[src/rtl/i2c_seq_pkg.sv]
// Shared types and constants for the I2C configuration sequencer.
package i2c_seq_pkg;

   localparam int I2C_WORD_W     = 24;
   localparam int ROM_W          = 16;
   localparam int INDEX_W        = 6;
   localparam int MAX_REGS       = 64;
   localparam int MIN_GAP_CYCLES = 3;
   localparam int TIMEOUT_W      = 12;
   localparam logic [TIMEOUT_W-1:0] TIMEOUT_LIMIT = 12'd4095;

   typedef enum logic [2:0] {
      ST_IDLE,
      ST_LOAD,
      ST_KICK,
      ST_WAIT_DONE,
      ST_GAP,
      ST_FINISH,
      ST_FAIL
   } state_t;

   function automatic logic [I2C_WORD_W-1:0] make_word(input logic [7:0] dev_addr,
                                                      input logic [ROM_W-1:0] entry);
      return {dev_addr, entry};
   endfunction

endpackage

[src/rtl/i2c_config_rom.sv]
// Fixed codec register table: index -> {sub_addr, data}. Unlisted indices read as zero.
module i2c_config_rom
   import i2c_seq_pkg::*;
(
   input  logic [INDEX_W-1:0] index,
   output logic [ROM_W-1:0]   entry
);

   always_comb begin
      // NOTE: default assignment first so every path drives entry and no latch is inferred.
      entry = '0;
      case (index)
         6'd0:    entry = 16'h1E00;
         6'd1:    entry = 16'h0017;
         6'd2:    entry = 16'h0217;
         6'd3:    entry = 16'h0479;
         6'd4:    entry = 16'h0679;
         6'd5:    entry = 16'h0812;
         6'd6:    entry = 16'h0A00;
         6'd7:    entry = 16'h0C00;
         6'd8:    entry = 16'h0E42;
         6'd9:    entry = 16'h1001;
         default: entry = '0;
      endcase
   end

endmodule

[src/rtl/i2c_config_sequencer.sv]
// Walks the register table and drives the byte-serial I2C controller, retrying NACKed entries.
// Optional WAIT_DONE watchdog with TIMEOUT pulse when I2C_SEQ_TIMEOUT_EN is defined.
module i2c_config_sequencer
   import i2c_seq_pkg::*;
#(
   parameter int         NUM_REGS   = 10,
   parameter logic [7:0] DEV_ADDR   = 8'h34,
   parameter int         RETRY_MAX  = 3,
   parameter int         GAP_CYCLES = 16
)
(
   input  logic                  CLOCK,
   input  logic                  RESET,
   input  logic                  START,
   output logic [I2C_WORD_W-1:0] I2C_DATA_REG,
   output logic                  I2C_START_TX,
   input  logic                  I2C_TX_DONE,
   input  logic                  I2C_ACK,
   output logic                  BUSY,
   output logic                  DONE,
   output logic                  ERROR,
`ifdef I2C_SEQ_TIMEOUT_EN
   output logic                  TIMEOUT,
`endif
   output logic [INDEX_W-1:0]    CUR_INDEX
);

   localparam int GAP_W = $clog2(GAP_CYCLES);
   localparam logic [GAP_W-1:0]   GAP_LAST    = GAP_W'(GAP_CYCLES - 1);
   localparam logic [3:0]         RETRY_LIMIT = 4'(RETRY_MAX);
   localparam logic [INDEX_W-1:0] LAST_INDEX  = INDEX_W'(NUM_REGS - 1);

   if (NUM_REGS < 1 || NUM_REGS > MAX_REGS) begin : g_num_regs_check
      $error("i2c_config_sequencer: NUM_REGS must be in 1..64");
   end
   if (RETRY_MAX < 1 || RETRY_MAX > 15) begin : g_retry_check
      $error("i2c_config_sequencer: RETRY_MAX must be in 1..15");
   end
   if (GAP_CYCLES < MIN_GAP_CYCLES) begin : g_gap_check
      $error("i2c_config_sequencer: GAP_CYCLES must be at least 3");
   end

   state_t             state;
   logic [3:0]         retry_cnt;
   logic [GAP_W-1:0]   gap_cnt;
   logic [ROM_W-1:0]   rom_entry;
   logic               wdog_expired;

`ifdef I2C_SEQ_TIMEOUT_EN
   logic [TIMEOUT_W-1:0] wdog_cnt;
   assign wdog_expired = (wdog_cnt == TIMEOUT_LIMIT - 1'b1);
`else
   assign wdog_expired = 1'b0;
`endif

   i2c_config_rom u_rom (
      .index (CUR_INDEX),
      .entry (rom_entry)
   );

   // NOTE: all sequential state uses non-blocking assignments so every register samples pre-edge values.
   always_ff @(posedge CLOCK) begin
      if (RESET) begin
         state        <= ST_IDLE;
         I2C_DATA_REG <= '0;
         I2C_START_TX <= 1'b0;
         BUSY         <= 1'b0;
         DONE         <= 1'b0;
         ERROR        <= 1'b0;
         CUR_INDEX    <= '0;
         retry_cnt    <= '0;
         gap_cnt      <= '0;
`ifdef I2C_SEQ_TIMEOUT_EN
         wdog_cnt     <= '0;
         TIMEOUT      <= 1'b0;
`endif
      end else begin
         I2C_START_TX <= 1'b0;
         DONE         <= 1'b0;
`ifdef I2C_SEQ_TIMEOUT_EN
         TIMEOUT      <= 1'b0;
`endif
         case (state)
            ST_IDLE: begin
               if (START) begin
                  ERROR     <= 1'b0;
                  CUR_INDEX <= '0;
                  retry_cnt <= '0;
                  BUSY      <= 1'b1;
                  state     <= ST_LOAD;
               end
            end
            ST_LOAD: begin
               I2C_DATA_REG <= make_word(DEV_ADDR, rom_entry);
               state        <= ST_KICK;
            end
            ST_KICK: begin
               I2C_START_TX <= 1'b1;
`ifdef I2C_SEQ_TIMEOUT_EN
               wdog_cnt     <= '0;
`endif
               state        <= ST_WAIT_DONE;
            end
            ST_WAIT_DONE: begin
               // A real completion wins over a watchdog expiry landing in the same cycle.
               if (I2C_TX_DONE || wdog_expired) begin
`ifdef I2C_SEQ_TIMEOUT_EN
                  TIMEOUT <= ~I2C_TX_DONE;
`endif
                  if (I2C_TX_DONE && I2C_ACK) begin
                     retry_cnt <= '0;
                     if (CUR_INDEX == LAST_INDEX) begin
                        state <= ST_FINISH;
                     end else begin
                        CUR_INDEX <= CUR_INDEX + 1'b1;
                        gap_cnt   <= '0;
                        state     <= ST_GAP;
                     end
                  end else if (retry_cnt + 4'd1 == RETRY_LIMIT) begin
                     state <= ST_FAIL;
                  end else begin
                     retry_cnt <= retry_cnt + 4'd1;
                     gap_cnt   <= '0;
                     state     <= ST_GAP;
                  end
               end
`ifdef I2C_SEQ_TIMEOUT_EN
               else begin
                  wdog_cnt <= wdog_cnt + 1'b1;
               end
`endif
            end
            ST_GAP: begin
               if (gap_cnt == GAP_LAST) begin
                  state <= ST_LOAD;
               end else begin
                  gap_cnt <= gap_cnt + 1'b1;
               end
            end
            ST_FINISH: begin
               DONE  <= 1'b1;
               BUSY  <= 1'b0;
               state <= ST_IDLE;
            end
            ST_FAIL: begin
               ERROR <= 1'b1;
               BUSY  <= 1'b0;
               state <= ST_IDLE;
            end
            default: state <= ST_IDLE;
         endcase
      end
   end

endmodule

[config.mk]
export PLATFORM = sky130hd
export DESIGN_NAME = i2c_config_sequencer
export DESIGN_NICKNAME = d
export VERILOG_FILES = /design/src/rtl/i2c_seq_pkg.sv /design/src/rtl/i2c_config_rom.sv /design/src/rtl/i2c_config_sequencer.sv
export SDC_FILE = /design/constraint.sdc
export NUM_CORES = 1
export LEC_CHECK = 0
export CORE_UTILIZATION = 47
export CTS_CLUSTER_DIAMETER = 40
export DETAILED_ROUTE_END_ITERATION = 7
export HOLD_SLACK_MARGIN = 0.12
export PLACE_DENSITY = 0.83
export SETUP_SLACK_MARGIN = 0.4
export SYNTH_ARGS = -nofsm -noshare
export SYNTH_HDL_FRONTEND = slang
export SYNTH_SLANG_ARGS = --single-unit
export TNS_END_PERCENT = 10
[constraint.sdc]
create_clock -name CLOCK -period 2.51 [get_ports CLOCK]
set_input_delay 0.6275 -clock CLOCK [delete_from_list [all_inputs] [get_ports CLOCK]]
set_output_delay 0.6275 -clock CLOCK [all_outputs]
set_load 0.005 [all_outputs]
==> implementation parameters <==
Parameter                              Value

Outcome
  Run status ... finished, final reports clean

Hold path
  Worst min-delay path category ... reg -> reg

Detailed routing
  Total vias in the final route ... around 2100
  Total Routed Length ... between 5000 and 6000 µm
  Count of unresolved DRC violations after routing ... 0
  Via/cell ratio ... 5.76
  Detailed-route wire length per cell ... roughly 16 µm
  Detailed-router iteration count before antenna repair ... 4
  Number of antenna-violating nets in the routed design ... 0
  First-iteration detailed-routing DRC count ... about 160

Floorplan
  Die width ... between 70 and 80 µm
  Y dimension of the die ... between 70 and 80 µm
  Number of placement rows ... 24
  Starting density of the core ... roughly half
  Area of the die ... 4940 µm²
  Placeable core region ... around 4400 µm²
  Ports placed on the boundary ... 39

Critical path
  Required time of the worst setup path ... between 2 and 3 ns
  Depth of the worst register-to-register path ... 10
  CP arrival ... ~2.6 ns
  Startpoint kind of the worst setup timing path ... flop
  Maximum net fanout on the critical path ... 5
  Crit-path most repeated cell ... sky130_fd_sc_hd__buf_4
  Endpoint class of the critical path ... flop
  Critical Path, Cell by Cell ... nand3b_1 -> or4_1 -> o32a_1 -> o21ai_2 -> buf_4 -> ha_4 -> nand2_2 -> buf_4 -> a211o_1 -> o211ai_1
  Launch point of the worst reg-to-reg path ... state[2]
  Type of the worst setup path ... reg -> reg
  Worst R2R Setup Slack ... a little under 0.2 ns
  Cell with the largest stage delay on the worst path ... sky130_fd_sc_hd__or4_1
  Startpoint of the most critical setup path ... state[2]
  CP peak stage delay ... 0.51 ns

Synthesis
  Count of state elements after synthesis ... 42
  Commonest register cell after synthesis ... sky130_fd_sc_hd__dfxtp_1
  Biggest area consumer among synthesized cells ... sky130_fd_sc_hd__dfxtp_1
  Sequential fraction of the synthesis area ... around two fifths
  Number of warnings printed during yosys synthesis ... 0
  Fraction of registers with async set or reset after synthesis ... 0%
  Count of cell types in the netlist ... 57
  Number of enable flip-flop cells after synthesis ... 0
  Area contributors post-synth ... sky130_fd_sc_hd__dfxtp_1, sky130_fd_sc_hd__buf_4, sky130_fd_sc_hd__ha_1
  Post-synthesis instance area ... approximately 2200 µm²
  Instance count of the mapped netlist ... ~250
  Post-Syn Area per Cell ... 8.70 µm²
  Top-area cell type share of the netlist area ... roughly two fifths

Finish
  Area of the multi-input gates ... approximately 1300 µm²
  Signed area change from the synthesized netlist to the final layout ... 34.9%
  Commonest non-fill, non-tap cell in the layout ... sky130_fd_sc_hd__buf_4
  Fill cells ... about 330
  Layout cell share with drive strength beyond 1 ... around 27%
  Number of antenna diodes ... 0
  Highest-count cells in the layout ignoring fill and taps ... sky130_fd_sc_hd__buf_4, sky130_fd_sc_hd__dfxtp_1, sky130_fd_sc_hd__clkdlybuf4s50_1
  Number of nets in the finished design ... roughly 330
  FF/Latch Area ... 850 µm²

Clock network
  # clock sinks ... 42
  CTS H-Tree Depth ... 2
  Clock-pin transition on the worst setup and hold timing paths ... 0.09 ns
  TritonCTS clock tree ... yes
  Clock buffer count from CTS ... 5
  Clock insertion delay at the later pin of the skew report ... 0.31 ns
  Hold buffer count at cts ... 0
  Root Buffer Master ... sky130_fd_sc_hd__clkbuf_8
  Longest Clk Path Bufs ... 2

Timing
  Number of hold-slack violations in the final timing report ... 0
  F_max ... approximately 0.43 GHz
  Count of pins over their slew limit ... 0
  Final period demand of the worst path ... roughly 2.3 ns
  Period utilization ... just over 90%
  Worst rel slew slack ... between 60% and 70%
  Clock skew ... approximately 0.012 ns
  Final setup TNS ... 0 ns
  RSZ-0062 raised after global routing ... yes
  Final setup violating endpoints ... 0
  Slew at the pin with the worst max-slew slack ... 0.508 ns

Power and ir drop
  Power per Cell Area ... between 500 and 600 nW/µm²
  Total leakage power ... 1.17 nW
  Overall power of the completed layout ... around 0.0017 W
  Worst ir drop on vdd ... approximately 280 µV

GRT
  Global-route wire length before repair ... about 9700 µm
  Via count of the first global-routing pass ... about 2100
  Initial antenna violation count ... 0
  Global route overflow ... 0
  Largest net degree at the start of global routing ... 30
  Gr usage total ... roughly a quarter

Flow run
  Max_cap viols ... 0

Placed design
  Detailed placement HPWL ... between 3000 and 4000 µm
  Placer Congestion ... 0.874
  Buffers on Ports ... 28
==> Yosys cell counts, drive strengths merged, types with 3 or more instances <==
cell type and count:
mux2i 6, a311oi 5, nor2 16, dfxtp 42, clkbuf 9, a21oi 16, nand2 29, ha 9
o22ai 3, nor4b 6, nor3 4, nor4 4, nand3 21, o211ai 4, o21ai 9, buf 17
and2 5, a211o 3, inv 8
==> routing by layer <==
layer | wire, µm | track usage, % | vias to the layer above
li1 | - | - | 1013
met1 | 2430 | 29.2 | 987
met2 | 2790 | 42.4 | 86
met3 | 258 | 3.75 | 22
met4 | 216 | 15.1 | 0
met5 | 0 | 0 | -
==> repair_timing <==
| item | 4_1_cts | 5_1_grt |
|---|---|---|
| resized for setup | 32 | 1 |
| buffers inserted | 4 | 3 |
| setup endpoints to repair | 16 | 10 |
| pin swaps | 15 | 6 |
==> where the power goes <==
part	switching [W]	internal (W)
Combinational	0.000145	0.000145
Sequential	0.0000214	0.000692
Clock	0.000250	0.000399
Total	0.000417	0.00124
==> through the flow <==
step                      instances  util, %  cell area, µm²  worst slack, ns  hold slack (ns)
after global routing            366     67.0            2960           0.0435            0.483
after CTS                       363     66.4            2930            0.285            0.455
after detailed placement        351     61.4            2710           -0.490            0.442
after global placement          351     61.4            2710           -0.431            0.440
final                           366     67.0            2960            0.197            0.451
after floorplan                 261        -            2260            0.141            0.433
==> layout make-up <==
type                    count  share of cell area, %
flip-flops and latches     42                   28.7
well taps                  52                   2.20
repair buffers             71                   19.9
clock buffers               5                   2.33
clock inverters             3                   2.33
multi-input cells         185                   43.6
inverters                   8                   1.01
==> logic make-up (layout without fill, tap and decap cells) <==
family,after synthesis,after routing,synth area share [%]
AND/OR/NAND/NOR,99,99,23.9
AO/OA/AOI/OAI,58,58,19.5
flip-flops,42,42,38.3
buffers and inverters,34,87,8.78
adder cells (fa/ha/maj),9,9,5.13
multiplexers,7,7,3.42
XOR/XNOR,2,2,0.799
other,1,10,0.171
==> how the worst min path moves through the flow <==
stage                             to  cells past startpoint  slack [ns]        startpoint
floorplan            I2C_DATA_REG[0]                      2        0.43              flop
global placement    I2C_DATA_REG[11]                      2        0.44  I2C_DATA_REG[11]
detailed placement  I2C_DATA_REG[11]                      2        0.44  I2C_DATA_REG[11]
CTS                 I2C_DATA_REG[11]                      2        0.45  I2C_DATA_REG[11]
global route        I2C_DATA_REG[12]                      2        0.48  I2C_DATA_REG[12]
finish              I2C_DATA_REG[11]                      2        0.45  I2C_DATA_REG[11]
==> worst max-delay path: cells and delay by family, from the launching register on <==
family / cells / cell delay [ns]
AO/OA/AOI/OAI: 4 / 0.70
AND/OR/NAND/NOR: 3 / 0.80
buffers and inverters: 2 / 0.28
flip-flops: 1 / 0.36
adder cells (fa/ha/maj): 1 / 0.12
(Power assumes the default switching activity.)
